[src/rtl/sdram_arbit.sv]
// sdram_arbit: command arbiter between the SDRAM init, auto-refresh, write
// and read engines. Sole driver of the SDRAM command/address/data pins.
// Refresh has top priority; write and read alternate when both are pending.
module sdram_arbit #(
  parameter int unsigned DATA_W  = 16,
  parameter int unsigned ADDR_W  = 13,
  parameter int unsigned BA_W    = 2,
  parameter logic [3:0]  CMD_NOP = 4'b0111
) (
  input  logic              clk,
  input  logic              rst,
  // initialisation engine
  input  logic              init_end,
  input  logic [3:0]        init_cmd,
  input  logic [BA_W-1:0]   init_bank_addr,
  input  logic [ADDR_W-1:0] init_addr,
  // auto-refresh engine
  input  logic              aref_req,
  input  logic              aref_end,
  input  logic [3:0]        aref_cmd,
  input  logic [ADDR_W-1:0] aref_addr,
  // write engine
  input  logic              wr_req,
  input  logic              wr_end,
  input  logic [3:0]        wr_cmd,
  input  logic [BA_W-1:0]   wr_bank_addr,
  input  logic [ADDR_W-1:0] wr_sdram_addr,
  input  logic [DATA_W-1:0] wr_sdram_data,
  input  logic              wr_sdram_en,
  // read engine
  input  logic              rd_req,
  input  logic              rd_end,
  input  logic [3:0]        rd_cmd,
  input  logic [BA_W-1:0]   rd_bank_addr,
  input  logic [ADDR_W-1:0] rd_sdram_addr,
  // grants
  output logic              aref_en,
  output logic              wr_en,
  output logic              rd_en,
  // SDRAM pins
  output logic              sdram_cke,
  output logic [3:0]        sdram_cmd,
  output logic [BA_W-1:0]   sdram_bank_addr,
  output logic [ADDR_W-1:0] sdram_addr,
  output logic [DATA_W-1:0] sdram_dq_out,
  output logic              sdram_dq_oe
);

  typedef enum logic [2:0] {
    ST_INIT,
    ST_ARBIT,
    ST_AREF,
    ST_WRITE,
    ST_READ
  } state_t;

  // Which of write/read owned the bus most recently; the other wins a tie.
  typedef enum logic {
    RR_WRITE,
    RR_READ
  } rr_t;

  state_t state_q, state_d;
  rr_t    rr_last_q, rr_last_d;
  logic   aref_en_q, aref_en_d;
  logic   wr_en_q, wr_en_d;
  logic   rd_en_q, rd_en_d;

  // Next-state and grant logic; grants are registered alongside the state.
  always_comb begin
    state_d   = state_q;
    rr_last_d = rr_last_q;
    aref_en_d = aref_en_q;
    wr_en_d   = wr_en_q;
    rd_en_d   = rd_en_q;
    unique case (state_q)
      ST_INIT: begin
        if (init_end) begin
          state_d = ST_ARBIT;
        end
      end
      ST_ARBIT: begin
        if (aref_req) begin
          state_d   = ST_AREF;
          aref_en_d = 1'b1;
        end else if (wr_req && rd_req) begin
          if (rr_last_q == RR_READ) begin
            state_d = ST_WRITE;
            wr_en_d = 1'b1;
          end else begin
            state_d = ST_READ;
            rd_en_d = 1'b1;
          end
        end else if (wr_req) begin
          state_d = ST_WRITE;
          wr_en_d = 1'b1;
        end else if (rd_req) begin
          state_d = ST_READ;
          rd_en_d = 1'b1;
        end
      end
      ST_AREF: begin
        if (aref_end) begin
          state_d   = ST_ARBIT;
          aref_en_d = 1'b0;
        end
      end
      ST_WRITE: begin
        if (wr_end) begin
          state_d   = ST_ARBIT;
          wr_en_d   = 1'b0;
          rr_last_d = RR_WRITE;
        end
      end
      ST_READ: begin
        if (rd_end) begin
          state_d   = ST_ARBIT;
          rd_en_d   = 1'b0;
          rr_last_d = RR_READ;
        end
      end
      default: begin
        state_d   = ST_INIT;
        aref_en_d = 1'b0;
        wr_en_d   = 1'b0;
        rd_en_d   = 1'b0;
      end
    endcase
  end

  // State, round-robin pointer and grant registers with synchronous reset.
  always_ff @(posedge clk) begin
    if (rst) begin
      state_q   <= ST_INIT;
      rr_last_q <= RR_READ;
      aref_en_q <= 1'b0;
      wr_en_q   <= 1'b0;
      rd_en_q   <= 1'b0;
    end else begin
      state_q   <= state_d;
      rr_last_q <= rr_last_d;
      aref_en_q <= aref_en_d;
      wr_en_q   <= wr_en_d;
      rd_en_q   <= rd_en_d;
    end
  end

  // Pin mux: combinational from the registered owner, no pipeline stage.
  always_comb begin
    sdram_cmd       = CMD_NOP;
    sdram_bank_addr = '0;
    sdram_addr      = '0;
    sdram_dq_out    = '0;
    sdram_dq_oe     = 1'b0;
    unique case (state_q)
      ST_INIT: begin
        sdram_cmd       = init_cmd;
        sdram_bank_addr = init_bank_addr;
        sdram_addr      = init_addr;
      end
      ST_AREF: begin
        sdram_cmd  = aref_cmd;
        sdram_addr = aref_addr;
      end
      ST_WRITE: begin
        sdram_cmd       = wr_cmd;
        sdram_bank_addr = wr_bank_addr;
        sdram_addr      = wr_sdram_addr;
        sdram_dq_out    = wr_sdram_data;
        sdram_dq_oe     = wr_sdram_en;
      end
      ST_READ: begin
        sdram_cmd       = rd_cmd;
        sdram_bank_addr = rd_bank_addr;
        sdram_addr      = rd_sdram_addr;
      end
      default: begin
        sdram_cmd = CMD_NOP;
      end
    endcase
  end

  assign aref_en   = aref_en_q;
  assign wr_en     = wr_en_q;
  assign rd_en     = rd_en_q;
  assign sdram_cke = 1'b1;

endmodule
[config.mk]
export PLATFORM = sky130hd
export DESIGN_NAME = sdram_arbit
export DESIGN_NICKNAME = d
export VERILOG_FILES = /design/src/rtl/sdram_arbit.sv
export SDC_FILE = /design/constraint.sdc
export NUM_CORES = 1
export LEC_CHECK = 0
export ABC_AREA = 1
export BUFFER_PORTS_ARGS = -buffer_cell sky130_fd_sc_hd__buf_2
export CAP_MARGIN = 25
export CORE_AREA = 5 5 66 68
export CTS_CLUSTER_SIZE = 40
export DETAILED_ROUTE_END_ITERATION = 16
export DIE_AREA = 0 0 71 73
export PLACE_DENSITY_LB_ADDON = 0.3
export SLEW_MARGIN = 20
export SYNTH_ARGS = -nofsm -noshare
export SYNTH_HDL_FRONTEND = slang
export SYNTH_SLANG_ARGS = --single-unit
[constraint.sdc]
create_clock -name clk -period 1.5 [get_ports clk]
set_input_delay 0 -clock clk [delete_from_list [all_inputs] [get_ports clk]]
set_output_delay 0 -clock clk [all_outputs]
set_load 0.01 [all_outputs]
## Word level (Yosys, flattened, before mapping)

Index checks and enable logic that the tools add are counted.

| operators by class | value |
|---|---|
| eq/ne operators | 16 |
| mux-type cells | 33 |
| bitwise logic cells | 3 |
| reductions and logical operators | 11 |

Operators by type and width:

| operator | number |
|---|---|
| $pmux W13 S4 | 1 |
| $mux W3 | 9 |
| $mux W16 | 1 |
| $pmux W4 S4 | 1 |
| $mux W1 | 15 |
| $ne A3 B3 Y1 const B | 5 |
| $pmux W3 S5 | 1 |
| $ne A2 B2 Y1 const B | 6 |
| $reduce_and A5 Y1 | 2 |
| $pmux W1 S3 | 3 |
| $reduce_or A3 Y1 | 3 |
| $eq A3 B2 Y1 const B | 2 |
| $pmux W2 S3 | 1 |
| $reduce_and A3 Y1 | 2 |
| $reduce_and A6 Y1 | 1 |
| $ne A5 B5 Y1 const B | 1 |
| $eq A3 B1 Y1 const B | 1 |
| $eq A3 B3 Y1 const B | 1 |
| $logic_not A3 Y1 | 1 |
| $not A1 Y1 | 3 |
| $pmux W1 S2 | 1 |
| $reduce_bool A2 Y1 | 1 |
| $logic_and A1 B1 Y1 | 1 |

| word-level totals | value |
|---|---|
| register bits | 7 |
| logic and storage cells | 68 |
| output and inout bits | 40 |
| bits of input ports | 100 |

## Longest topological paths before layout

| logic depth | value |
|---|---|
| depth after elaboration | 5 |
| depth in mapped cells | 9 |
| depth with buffers taken out | 9 |

## Worst setup path after synthesis

OpenSTA, ideal clock, no wires.

| timing | value |
|---|---|
| kind | flip-flop to flip-flop |
| start | reg state_q[2] |
| end | reg state_q[1] |
| setup slack | 276 ps |
| data arrival time | 1109 ps |
| data required time | 1385 ps |
| path buffers | 1 |
| setup time | 115 ps |
| clock period less this slack | 1224 ps |
| stages on the path, launching flop included | 6 |
| path through | dfxtp_1 > buf_2 > nor3_4 > nand4_2 > a21oi_1 > nor2_1 |

| between the ends | value |
|---|---|
| cells in the longest elaborated chain, start to end | 3 |
| elaborated cells on any way between the ends | 12 |
| those cells by class | eq/ne: 9; mux: 1; reduce/logical: 2 |

Ends and longest elaborated chain:

| item | RTL line | text |
|---|---|---|
| start: declaration | 63 | `state_t state_q, state_d;` |
| start signal: assignment | 140 | `state_q <= state_d;` |
| $eq A3 B1 Y1 (tied with other cells) | 76 | `unique case (state_q)` |
| $ne A5 B5 Y1 (no source line) or $ne A2 B2 Y1 (tied branches) | -- |  |
| $reduce_and A5 Y1 (no source line) | -- |  |

Parallel ways exist; a longest one is shown, timed or not.
A chain may end at the register's enable or synchronous reset.

## Worst setup path in the final report

| timing | value |
|---|---|
| start | reg state_q[2] |
| end | out sdram_addr[2] |

| between the ends | value |
|---|---|
| cells in the longest elaborated chain, start to end | 2 |
| elaborated cells on any way between the ends | 5 |
| those cells by class | eq/ne: 3; mux: 1; reduce/logical: 1 |

Ends and longest elaborated chain:

| item | RTL line | text |
|---|---|---|
| $eq A3 B3 Y1 (tied with other cells) | 155 | `unique case (state_q)` |
| $pmux W13 S4 (*) | 155 |  |
| end: declaration | 44 | `output logic [ADDR_W-1:0] sdram_addr,` |

Every way passes the cells marked *; elsewhere a longest branch is shown, timed or not.

==> summary.txt <==
Pwr
  – Clock power frac: 0.091
  – Power density over cell area: between 1000 and 1500 nW/um^2
  – Net Sw Power: approximately 0.0015 W
  – Flop pwr share: 0.114
  – LEAKAGE: between 1 and 1.5 nW
  – Switching part of the total: 0.509
  – Logic pwr share: 0.795
  – Worst VDD drop: around 750 uV
  – Total power: 0.00302 W
  – Int Pwr: 0.00148 W

Die
  – Core area: approximately 3800 um^2
  – Total Die Area: between 5000 and 6000 um^2
  – Starting density of the core: 0.306
  – Die Span X: 71 um
  – FP Rows: 23
  – Die span in y: 73 um
  – Io pins: between 100 and 150

Clock tree
  – Clock Tree Buf Depth: 2
  – Worst-path clk slew: ~0.040 ns
  – CTS root buf: clkbuf_8
  – Later-pin clock latency in the skew report: about 0.23 ns
  – Htree depth: 1
  – Total CTS buffers: 3
  – Clock Sinks: 7
  – CTS tree: built

Logic synthesis
  – Synth top cells by count: nand2_1, inv_1, nand3_1
  – Number of synthesized register bits: 7
  – Synthesized Nets: ~320
  – EDFF count, synth: 0
  – Post-synth ARST share: 0
  – Syn Inst Count: between 200 and 250
  – Post-synth top area share: 0.242
  – Mapped Avg Cell Area: about 5.2 um^2
  – Synth Flop Type: dfxtp_1
  – Top-count cell post-synth: nand2_1
  – Largest cells by area after synthesis: nand2_1, dfxtp_1, nand3_1, inv_1, nand4_1
  – Ys Warns: 0
  – Post-Syn Area: about 1200 um^2
  – Yosys cell types: 25
  – Leading area contributor after synthesis: nand2_1
  – Seq/Total Area, Yosys: 0.121

Finish
  – Ratio of cells with drive above 1 in the final layout: 0.478
  – Non-filler cells in the finished layout: 418
  – Layout area overhead: 75.3%
  – Antenna Cells: 0
  – Finished layout cell area: between 2000 and 2500 um^2
  – Fillers: 399
  – Nets: 469

Setup path
  – Crit path max fanout: 16
  – R2r worst-path depth: 7
  – Critical Path AT: between 1 and 1.5 ns
  – Required @ worst endpoint: 1.50 ns
  – CP Class: reg -> out
  – Crit path launch type: flop
  – Worst setup EP type: primary output

Timing
  – Count of final hold-check violations: 0
  – Slew Limit Fails: 0
  – RSZ-0062 raised after global routing: yes
  – Worst Skew: between 0.0008 and 0.0009 ns
  – Final setup margin: around 0.11 ns
  – Setup TNS Final: 0 ns
  – Post-layout min period: 1.39 ns
  – Post-route clock period utilization: 0.929
  – Fmax: 717 MHz
  – Setup violators final: 0

Drt
  – Vias post-DR: roughly 1,900
  – Initial DRC Count: approximately 100
  – Drt via density: 4.58
  – Post-Route WL: 5180 um
  – WL/cell: between 10 and 15 um
  – DR pass1 iterations: 4
  – Post-route ant nets: 0
  – DR DRC count: 0

Placed design
  – HPWL Detailed: 4280 um
  – Place WS: ~0.062 ns
  – Post-Place Cells: around 410
  – DP Area: approximately 1900 um^2
  – PortBufs: roughly 140
  – Routability cong.: ~0.83

GRT
  – Vias in the first global route: between 1,500 and 2,000
  – First-pass GRT wire length: approximately 8000 um
  – Total GRT Usage: 0.188
  – Largest net degree at the start of global routing: 21
  – Initial antenna violation count: 0
  – Global route overflow: 0

Min path
  – Worst Hold Class: in -> reg
  – Worst Hold Depth: 4

Status
  – Status: finished clean

Job
  – Max-Cap Viols: 0
-- timing repair --
item | in CTS | in global routing
endpoints found under the hold margin | 3 | 0
hold buffers | 1 | 0
resized for setup | 4 | 2
buffers inserted | 4 | 2
pin swaps | 2 | 1
endpoints found under the setup margin | 19 | 18
-- sequential cells by signal, indices dropped and copies added (netlist names) --
name / cells
rr_last_q: 1
rd_en: 1
wr_en: 1
aref_en: 1
state_q: 3
-- power groups by stage --
| stage | clock, W | sequential, W | combinational, W |
|---|---|---|---|
| global placement | 0 | 0.000322 | 0.00220 |
| global route | 0.000297 | 0.000351 | 0.00269 |
| finish | 0.000275 | 0.000344 | 0.00240 |
| detailed placement | 0 | 0.000323 | 0.00222 |
| floorplan | 0 | 0.000314 | 0.00144 |
| CTS | 0.000282 | 0.000337 | 0.00236 |
-- per-layer routing --
metal	track usage	wire length [um]	up-vias	part of all wire
met4	0.0626	96	0	0.019
met3	0.0372	391	8	0.075
met2	0.335	2670	77	0.52
li1	-	-	999	-
met5	0	0	-	0
met1	0.225	2020	832	0.39
-- per-stage QoR --
| step | util | hold slack, ns |
|---|---|---|
| after floorplan | - | 0.0691 |
| after global placement | 0.503 | 0.241 |
| after detailed placement | 0.503 | 0.235 |
| after CTS | 0.531 | 0.0933 |
| after global routing | 0.537 | 0.127 |
| final | 0.537 | 0.0994 |
-- worst max-delay path, cell delays in order, from the launching register on --
cell and delay [ns]:
dfxtp_2 0.48, nand2_2 0.13, inv_2 0.12, buf_12 0.15
nand2_1 0.05, nand4_1 0.09, buf_2 0.14
-- kinds of logic (layout without fill, tap and decap cells) --
logic type	count (synthesis)	in the layout	share of synthesized area
AND/OR/NAND/NOR	157	157	0.643
AO/OA/AOI/OAI	13	13	0.0570
other	1	1	0.00323
flip-flops	7	7	0.121
buffers and inverters	44	190	0.177
-- area by class of cell --
| class | instances | area [um^2] | area share |
|---|---|---|---|
| repair buffers | 153 | 831 | 0.408 |
| multi-input cells | 171 | 830 | 0.407 |
| flip-flops and latches | 7 | 146 | 0.0718 |
| inverters | 33 | 124 | 0.0608 |
| well taps | 50 | 62.6 | 0.0307 |
| clock buffers | 4 | 45.0 | 0.0221 |
-- worst paths after layout --
path	from	to	slack, ns
worst max register to register	state_q[0]	rd_en	0.21
worst min-delay path	rd_end	state_q[2]	0.1
worst max-delay path	state_q[2]	sdram_addr[2]	0.11
worst min register to register	rd_en	rd_en	0.46
-- cells in the final DEF, fill, tap and decap left out --
cell,Yosys,routed
nand3_1,27,27
a21oi_1,9,9
nand3_4,1,1
nand4_1,16,16
nor2_4,0,1
buf_4,6,12
dfxtp_1,7,4
buf_2,2,138
o21ai_1,1,1
dlygate4sd3_1,0,1
inv_2,4,4
a31oi_1,1,1
nand3b_1,1,1
nand3_2,2,2
nor3_4,1,1
dfxtp_4,0,1
dfxtp_2,0,2
buf_12,0,2
nand4_2,1,1
inv_1,29,29
nor2_1,25,25
clkbuf_1,1,1
conb_1,1,1
o21ai_0,2,2
clkbuf_8,0,3
nand2_2,3,4
nor2_8,1,1
nand2_1,75,74
nor3_2,0,1
nor2_2,3,2
Power figures use the tool's default switching activity.
